==> src/rtl/branch_predictor.sv <==
// rtl/branch_predictor.sv - bimodal 2-bit branch predictor with statistics; optional BTB via BRANCH_PRED_BTB_EN
module branch_predictor #(
    parameter int INDEX_BITS = 6,
    parameter int XLEN       = 32,
    parameter int CNT_W      = 32
) (
    input  logic              clk,
    input  logic              rst_n,
    input  logic              fetch_valid,
    input  logic [XLEN-1:0]   fetch_pc,
    input  logic              flush,
    output logic              pred_valid,
    output logic              pred_taken,
    output logic [XLEN-1:0]   pred_target,
    input  logic              upd_valid,
    input  logic [XLEN-1:0]   upd_pc,
    input  logic              upd_taken,
    input  logic              upd_pred_taken,
    input  logic [XLEN-1:0]   upd_target,
    output logic              mispredict,
    output logic [CNT_W-1:0]  branch_count,
    output logic [CNT_W-1:0]  mispredict_count
);

    localparam int DEPTH = 1 << INDEX_BITS;

    // Word-aligned PCs: the two low bits carry no information, no tag is kept
    logic [INDEX_BITS-1:0] fetch_idx;
    logic [INDEX_BITS-1:0] upd_idx;
    assign fetch_idx = fetch_pc[INDEX_BITS+1:2];
    assign upd_idx   = upd_pc[INDEX_BITS+1:2];

    logic                  mis_event;
    assign mis_event = upd_valid && (upd_taken != upd_pred_taken);

    logic [1:0]        cnt_q [DEPTH];
    logic [1:0]        cnt_d [DEPTH];
    logic              pred_valid_q, pred_valid_d;
    logic              pred_taken_q, pred_taken_d;
    logic [XLEN-1:0]   pred_target_q, pred_target_d;
    logic              mispredict_q, mispredict_d;
    logic [CNT_W-1:0]  branch_count_q, branch_count_d;
    logic [CNT_W-1:0]  mispredict_count_q, mispredict_count_d;

`ifdef BRANCH_PRED_BTB_EN
    logic [XLEN-1:0]   tgt_q [DEPTH];
    logic [XLEN-1:0]   tgt_d [DEPTH];
    logic [DEPTH-1:0]  tvld_q, tvld_d;

    // Taken updates record the resolved target and mark the entry usable
    always_comb begin
        tgt_d  = tgt_q;
        tvld_d = tvld_q;
        if (upd_valid && upd_taken) begin
            tgt_d[upd_idx]  = upd_target;
            tvld_d[upd_idx] = 1'b1;
        end
    end

    // Target store; only valid bits need a reset value
    always_ff @(posedge clk or negedge rst_n) begin
        if (!rst_n) begin
            tvld_q <= '0;
            for (int i = 0; i < DEPTH; i++) tgt_q[i] <= '0;
        end else begin
            tvld_q <= tvld_d;
            tgt_q  <= tgt_d;
        end
    end

    logic unused_pc_bits;
    assign unused_pc_bits = ^{fetch_pc[XLEN-1:INDEX_BITS+2], fetch_pc[1:0],
                              upd_pc[XLEN-1:INDEX_BITS+2], upd_pc[1:0]};
`else
    logic unused_pc_bits;
    assign unused_pc_bits = ^{fetch_pc[XLEN-1:INDEX_BITS+2], fetch_pc[1:0],
                              upd_pc[XLEN-1:INDEX_BITS+2], upd_pc[1:0], upd_target};
`endif

    // Saturating 2-bit counter training from resolved outcomes
    always_comb begin
        cnt_d = cnt_q;
        if (upd_valid) begin
            if (upd_taken) begin
                if (cnt_q[upd_idx] != 2'b11) cnt_d[upd_idx] = cnt_q[upd_idx] + 2'd1;
            end else begin
                if (cnt_q[upd_idx] != 2'b00) cnt_d[upd_idx] = cnt_q[upd_idx] - 2'd1;
            end
        end
    end

    // Lookup reads the pre-update table, so a same-cycle update is seen next time
    always_comb begin
        pred_valid_d  = fetch_valid && !flush;
        pred_taken_d  = pred_taken_q;
        pred_target_d = pred_target_q;
        if (pred_valid_d) begin
`ifdef BRANCH_PRED_BTB_EN
            pred_taken_d  = cnt_q[fetch_idx][1] && tvld_q[fetch_idx];
            pred_target_d = tgt_q[fetch_idx];
`else
            pred_taken_d  = cnt_q[fetch_idx][1];
            pred_target_d = '0;
`endif
        end
    end

    // Statistics counters stick at all-ones instead of wrapping
    always_comb begin
        mispredict_d       = mis_event;
        branch_count_d     = branch_count_q;
        mispredict_count_d = mispredict_count_q;
        if (upd_valid && (branch_count_q != {CNT_W{1'b1}}))
            branch_count_d = branch_count_q + CNT_W'(1);
        if (mis_event && (mispredict_count_q != {CNT_W{1'b1}}))
            mispredict_count_d = mispredict_count_q + CNT_W'(1);
    end

    // State registers; reset puts every entry at weakly not-taken
    always_ff @(posedge clk or negedge rst_n) begin
        if (!rst_n) begin
            for (int i = 0; i < DEPTH; i++) cnt_q[i] <= 2'b01;
            pred_valid_q       <= 1'b0;
            pred_taken_q       <= 1'b0;
            pred_target_q      <= '0;
            mispredict_q       <= 1'b0;
            branch_count_q     <= '0;
            mispredict_count_q <= '0;
        end else begin
            cnt_q              <= cnt_d;
            pred_valid_q       <= pred_valid_d;
            pred_taken_q       <= pred_taken_d;
            pred_target_q      <= pred_target_d;
            mispredict_q       <= mispredict_d;
            branch_count_q     <= branch_count_d;
            mispredict_count_q <= mispredict_count_d;
        end
    end

    assign pred_valid       = pred_valid_q;
    assign pred_taken       = pred_taken_q;
    assign pred_target      = pred_target_q;
    assign mispredict       = mispredict_q;
    assign branch_count     = branch_count_q;
    assign mispredict_count = mispredict_count_q;

endmodule

==> config.mk <==
export PLATFORM = sky130hd
export DESIGN_NAME = branch_predictor
export DESIGN_NICKNAME = d
export VERILOG_FILES = /design/src/rtl/branch_predictor.sv
export SDC_FILE = /design/constraint.sdc
export NUM_CORES = 1
export LEC_CHECK = 0
export CORE_AREA = 5 5 151 297
export DETAILED_ROUTE_END_ITERATION = 8
export DIE_AREA = 0 0 156 302
export PLACE_DENSITY = 0.49
export SKIP_CTS_REPAIR_TIMING = 1
export SLEW_MARGIN = 20
export SYNTH_ARGS = -nofsm -noshare
export SYNTH_HDL_FRONTEND = slang
export SYNTH_SLANG_ARGS = --single-unit
==> constraint.sdc <==
create_clock -name clk -period 4.1 [get_ports clk]
set_clock_uncertainty 0.2 [all_clocks]
set_input_delay 1.025 -clock clk [delete_from_list [all_inputs] [get_ports clk]]
set_output_delay 1.025 -clock clk [all_outputs]
set_load 0.05 [all_outputs]
==> impl_metrics.prom <==
# TYPE chip_impl_metric gauge
chip_impl_info{name="outcome",value="finished, violations left"} 1
chip_impl_info{name="failed_checks",value="negative setup slack"} 1
chip_impl_metric{name="synthArstFlopShare",unit=""} 1.000
chip_impl_metric{name="worst_r2r_path_depth",unit=""} 16
chip_impl_metric{name="netlist-cell-type-count",unit=""} 64
chip_impl_metric{name="p_leak",unit="uW"} 0.005812
chip_impl_metric{name="ys_ff_latch",unit=""} 195
chip_impl_metric{name="initial_core_util",unit=""} 0.2450
chip_impl_info{name="critical_path.startpoint",value="upd_pc[4]"} 1
chip_impl_metric{name="post_synth_instance_area",unit="sq um"} 10400
chip_impl_metric{name="number_of_enable_type_register_cells_in_the_synthesized_netlist",unit=""} 0
chip_impl_metric{name="post-synth-top-area-fraction",unit=""} 0.3152
chip_impl_metric{name="global_route.usage.met3",unit=""} 0.02491
chip_impl_metric{name="routed-via-count",unit=""} 7719
chip_impl_metric{name="grt_antenna_before_repair",unit=""} 0
chip_impl_metric{name="synth.yosys.seq_area_share",unit=""} 0.4770
chip_impl_metric{name="grt_max_degree",unit=""} 81
chip_impl_metric{name="report.final.setup_viol",unit=""} 84
chip_impl_metric{name="yosys_warnings",unit=""} 0
chip_impl_metric{name="nFillCells",unit=""} 4246
chip_impl_metric{name="post-route-worst-setup-slack",unit="ps"} -82.61
chip_impl_metric{name="area_delta_synth_final",unit="%"} 35.89
chip_impl_metric{name="worst-r2r-setup-slack",unit="ps"} 420
chip_impl_metric{name="remaining_drc_errors",unit=""} 0
chip_impl_metric{name="power_per_cell_area",unit="nW/um^2"} 415.3
chip_impl_metric{name="synthCells",unit=""} 885
chip_impl_metric{name="cp_data_arrival_time",unit="ps"} 4310
chip_impl_metric{name="maxClockFrequency",unit="MHz"} 239.1
chip_impl_metric{name="final_layout_size_suffix_gt1_frac",unit=""} 0.4451
chip_impl_metric{name="area.sequential",unit="sq um"} 4960
chip_impl_metric{name="worst_path_required_time",unit="ps"} 4230
chip_impl_metric{name="comb_power_share",unit=""} 0.261
chip_impl_metric{name="synthesis.area_per_instance",unit="sq um"} 11.75
chip_impl_metric{name="report.final.hold_viol_count",unit=""} 0
chip_impl_info{name="cts_root_buffer_type",value="clkbuf_16"} 1
chip_impl_metric{name="clkSlewWorstSetupHoldPaths",unit="ps"} 70
chip_impl_metric{name="power_switching_share",unit=""} 0.3150
chip_impl_metric{name="fin_nets",unit=""} 1160
chip_impl_metric{name="routedWlPerCell",unit="um"} 21.02
chip_impl_metric{name="multi_input_area",unit="sq um"} 5948
chip_impl_metric{name="tns",unit="ps"} -2602
chip_impl_metric{name="worst_slew_pin_slew",unit="ps"} 684.8
chip_impl_info{name="mostFrequentLayoutCells",value="131 x dfrtp_1, 82 x mux2_4, 80 x clkdlybuf4s50_1"} 1
chip_impl_metric{name="cts-htree-levels",unit=""} 4
chip_impl_metric{name="detail-route-antenna-nets",unit=""} 0
chip_impl_info{name="synthFlopType",value="dfrtp_1"} 1
chip_impl_metric{name="dp_hpwl",unit="um"} 25610
chip_impl_metric{name="i_o_buffers",unit=""} 85
chip_impl_metric{name="grt_pass1_wl",unit="um"} 49890
chip_impl_metric{name="clk-insertion-delay-late",unit="ps"} 450
chip_impl_metric{name="global_placer_s_final_weighted_congestion",unit=""} 0.9203
chip_impl_metric{name="gr-usage-met1",unit=""} 0.1316
chip_impl_metric{name="power_report.internal_total",unit="uW"} 4020
chip_impl_metric{name="die_width",unit="um"} 156
chip_impl_info{name="mostFrequentLayoutCell",value="dfrtp_1"} 1
chip_impl_info{name="timing_worst_setup_path_type",value="in -> reg"} 1
chip_impl_info{name="ys_top_cells_by_area",value="dfrtp_1 32%, dfstp_2 16%, mux2_2 15%, mux4_2 5.0%, nor2_1 3.5%"} 1
chip_impl_info{name="unrepaired_setup_endpoints_after_global_routing",value="yes"} 1
chip_impl_metric{name="design.die.area",unit="sq um"} 47110
chip_impl_metric{name="number_of_global_route_vias_before_repair",unit=""} 8328
chip_impl_metric{name="number_of_core_rows",unit=""} 107
chip_impl_metric{name="final_core_utilization",unit=""} 0.3330
chip_impl_metric{name="ios",unit=""} 202
chip_impl_metric{name="detail_route.wirelength",unit="um"} 33840
chip_impl_metric{name="dr_iter_0_viols",unit=""} 276
chip_impl_metric{name="sequentialPowerShare",unit=""} 0.431
chip_impl_metric{name="coreArea",unit="sq um"} 42440
chip_impl_metric{name="max_slew_margin",unit=""} 0.5435
chip_impl_metric{name="drt_pass1_iterations",unit=""} 5
chip_impl_metric{name="cp_max_fo",unit=""} 7
chip_impl_info{name="reg2reg_to",value="cnt_q[105]"} 1
chip_impl_metric{name="finalMaxSlewViolations",unit=""} 0
chip_impl_metric{name="post-layout-total-power",unit="uW"} 5868
chip_impl_info{name="top_usage_layer",value="met2"} 1
chip_impl_metric{name="globalRouteTotalUtil",unit=""} 0.1414
chip_impl_metric{name="vias_per_inst",unit=""} 4.794
chip_impl_info{name="endpoint_kind",value="register"} 1
chip_impl_info{name="cts_tree",value="yes"} 1
chip_impl_metric{name="grt_util_met2",unit=""} 0.2758
chip_impl_metric{name="total_congestion_overflow_after_global_routing",unit=""} 0
chip_impl_metric{name="final.period_utilization",unit=""} 1.020
chip_impl_metric{name="clock_path_buffers",unit=""} 2
chip_impl_metric{name="fin_crit",unit="ps"} 4183
chip_impl_metric{name="diode_insertion_count_for_antenna_repair",unit=""} 0
chip_impl_metric{name="cap_violations",unit=""} 0
chip_impl_metric{name="floorplan.die.height",unit="um"} 302
chip_impl_metric{name="cts_buffers",unit=""} 17
chip_impl_metric{name="sw_power",unit="uW"} 1848
chip_impl_info{name="synth_top_cell_by_area",value="dfrtp_1"} 1
chip_impl_metric{name="worst_ir_drop_vdd",unit="uV"} 387.1
chip_impl_info{name="cp-endpoint",value="cnt_q[105]"} 1
chip_impl_info{name="worst_setup_path_start_kind",value="input pin"} 1
chip_impl_metric{name="power.clock.fraction",unit=""} 0.308
chip_impl_info{name="hold_class",value="reg -> reg"} 1
chip_impl_metric{name="numClockSinks",unit=""} 195
## worst min-delay path by stage
| stage | start | end | slack [ps] | cells after the start |
|---|---|---|---|---|
| finish | branch_count[17] | branch_count[17] | 290 | 1 |
| CTS | branch_count[17] | branch_count[17] | 300 | 1 |
| global placement | branch_count[17] | branch_count[17] | 280 | 1 |
| floorplan | cnt_q[31] | cnt_q[31] | 290 | 1 |
| global route | branch_count[17] | branch_count[17] | 320 | 1 |
| detailed placement | branch_count[17] | branch_count[17] | 280 | 1 |
## routing by layer
| metal | part of all wire | wire [um] |
|---|---|---|
| met5 | 0 | 0 |
| met3 | 0.038 | 1275 |
| met4 | 0.066 | 2239 |
| met1 | 0.32 | 10950 |
| met2 | 0.57 | 19380 |
## per-stage QoR
stage          area (sq um)  hold WS [ps]  cells  worst slack, ps
3_5_place_dp          12370         284.2   1575            -1203
2_1_floorplan         10520         290.8    916            23.61
5_1_grt               14130         315.1   1610           -151.1
6_report              14130         290.2   1610           -82.61
3_3_place_gp          12370         276.9   1575            -1155
4_1_cts               13000         297.3   1606           -727.2
## cell families after synthesis
kind of cell,Yosys count,synth area share
other,1,0.0003606
AND/OR/NAND/NOR,264,0.1253
flip-flops,195,0.4770
buffers and inverters,84,0.04957
multiplexers,189,0.2272
AO/OA/AOI/OAI,87,0.06449
adder cells (fa/ha/maj),4,0.004813
XOR/XNOR,61,0.05138
## layout make-up
cell class | instances | share of cell area
Multi-Input combinational cell | 637 | 0.4209
Sequential cell | 195 | 0.3510
Timing Repair Buffer | 186 | 0.1311
Tap cell | 545 | 0.04826
Clock buffer | 22 | 0.03356
Clock inverter | 9 | 0.01089
Inverter | 16 | 0.004250
## power by group through the flow
| stage | combinational, uW | sequential (uW) | clock [uW] |
|---|---|---|---|
| final | 1530 | 2530 | 1810 |
| after global routing | 1630 | 2570 | 1940 |
| after CTS | 1390 | 2520 | 1870 |
| after detailed placement | 1390 | 2550 | 0 |
| after global placement | 1370 | 2550 | 0 |
| after floorplan | 704 | 2690 | 0 |
## critical path, cell delays in order
cell     delay, ps
buf_6          100
buf_12         140
mux2_4         310
a221o_1        330
a21oi_2        220
o22a_2         210
nand2_2         60
or3_4          370
ha_4           170
mux2i_2        180
nand2_1        130
nor2_2         190
buf_6          130
nand2_4         60
buf_12         150
nor2_4         100
buf_6          120
mux2_4         290
## cell usage after synthesis (all sizes together) (14+ instances only)
master,instances
a21oi,20
buf,55
dfrtp,131
dfstp,64
inv,16
mux2,143
mux2i,23
mux4,23
nand2,53
nand3,31
nand4,16
nor2,98
nor3,14
xnor2,36
xor2,25
No activity file was read; power rests on OpenSTA's default activity.
==> patch, RTL diff (same settings) <==
Put one more register stage on the output `mispredict_count`, cleared by the reset. The value now appears one clock later. The other outputs are not delayed to match.
--- a/src/rtl/branch_predictor.sv
+++ b/src/rtl/branch_predictor.sv
@@ -142,7 +142,13 @@
     assign pred_target      = pred_target_q;
     assign mispredict       = mispredict_q;
     assign branch_count     = branch_count_q;
-    assign mispredict_count = mispredict_count_q;
+    always_ff @(posedge clk or negedge rst_n) begin
+        if (!rst_n) begin
+            mispredict_count <= '0;
+        end else begin
+            mispredict_count <= mispredict_count_q;
+        end
+    end
 
 endmodule
 
Check against the original RTL: not equivalent (Yosys sat finds a counterexample within 4 cycles, from zero or initial values and one cycle with rst_n low).
==> patch against the original RTL <==
  * The flow still finishes with violations (setup timing)
  * Synthesized cell count up 2.4%
  * Routed wire length up 4.8%
  * Utilization up 1.7 points
  * Sequential power up 14%
  * Register-to-register slack worse by 0.11 ns
  * Critical path depth down 4
  * Design area up 5.2%
  * Worst setup slack better by 0.037 ns
  * Sequential share of layout area up 3.6 points
  * Synthesized area up 8.2%
  * Sequential cell count up 32
  * Total power up 14%
  * Critical path type unchanged
  * Largest power group unchanged
==> patch: results (changes against the original RTL) <==
- Pre-CTS setup slack: -1.199 ns (+0.003690 ns)
- PD cells: 448.9 nW/µm² (+8.1%)
- Synth Area in Compound Gates: 5.215% (-1.2 points)
- CTS Buf Count: 24 (+7)
- GPL Wtd Cong: 0.8978 (-2.4%)
- DR pass1 iterations: 4 (-1)
- DRT iter0 DRCs: 230 (-17%)
- Register area share after synthesis: 51.20% (+3.5 points)
- Max VDD drop: 0.0003527 V (-8.9%)
- First-pass GRT wire length: 52940 µm (+6.1%)
- Routed WL: 35470 µm (+4.8%)
- Vias in the first global route: 8671 (+4.1%)
- R2R setup slack: 0.31 ns (-0.11 ns)
- Share of layout cells above drive strength 1: 42.45% (-2.1 points)
- Failing checks: setup timing
- Hold Path End: mispredict_count[18]
- Hold slack: 0.2283 ns (-0.06186 ns)
- Static leakage: 6.280 nW (+8.0%)
- Post-synth top cells: 163 x dfrtp_1, 138 x mux2_2, 88 x nor2_1
- Status: finished, violations left
- Setup violators final: 28 (-67%)
- Setup ws final: -0.04586 ns (+0.03675 ns)
- R2r worst-path depth: 12 (-4)
- Vias: 7936 (+2.8%)
- Yosys cell types: 70 (+9.4%)
- Xor and xnor area share after synthesis: 4.904% (-0.23 points)
- FILL cells: 4144 (-2.4%)
- Synth top area cells: dfrtp_1 36%, dfstp_2 15%, mux2_2 14%
- H-tree Lvls: 1 (-3)
- Seq pwr share: 43.2% (about the same)
==> patch: changes by cell type after synthesis, sizes merged, moves of 7 or more <==
| cell | change |
|---|---|
| a21oi | -9 |
| nor3b | +7 |
| nor2 | -10 |
| o21ai | -7 |
| xnor2 | -7 |
| dfrtp | +32 |
| nand2b | +7 |
| xor2 | +9 |
==> patch: cell type report <==
cell class | instances | area (µm²) | area share, %
inverters | 12 | 52.55 | 0.3535
clock buffers | 33 | 675.6 | 4.545
clock inverters | 11 | 135.1 | 0.9089
repair buffers | 192 | 1906 | 12.82
flip-flops and latches | 227 | 5761 | 38.75
well taps | 545 | 681.9 | 4.587
multi-input cells | 625 | 5655 | 38.04
==> patch: metal layers <==
metal	global-route usage [%]	wire length [µm]	share of wire (%)
met5	0	0	0
met4	9.973	3051	8.6
met3	1.961	1240	3.5
met2	28.56	19640	55
met1	13.96	11540	33
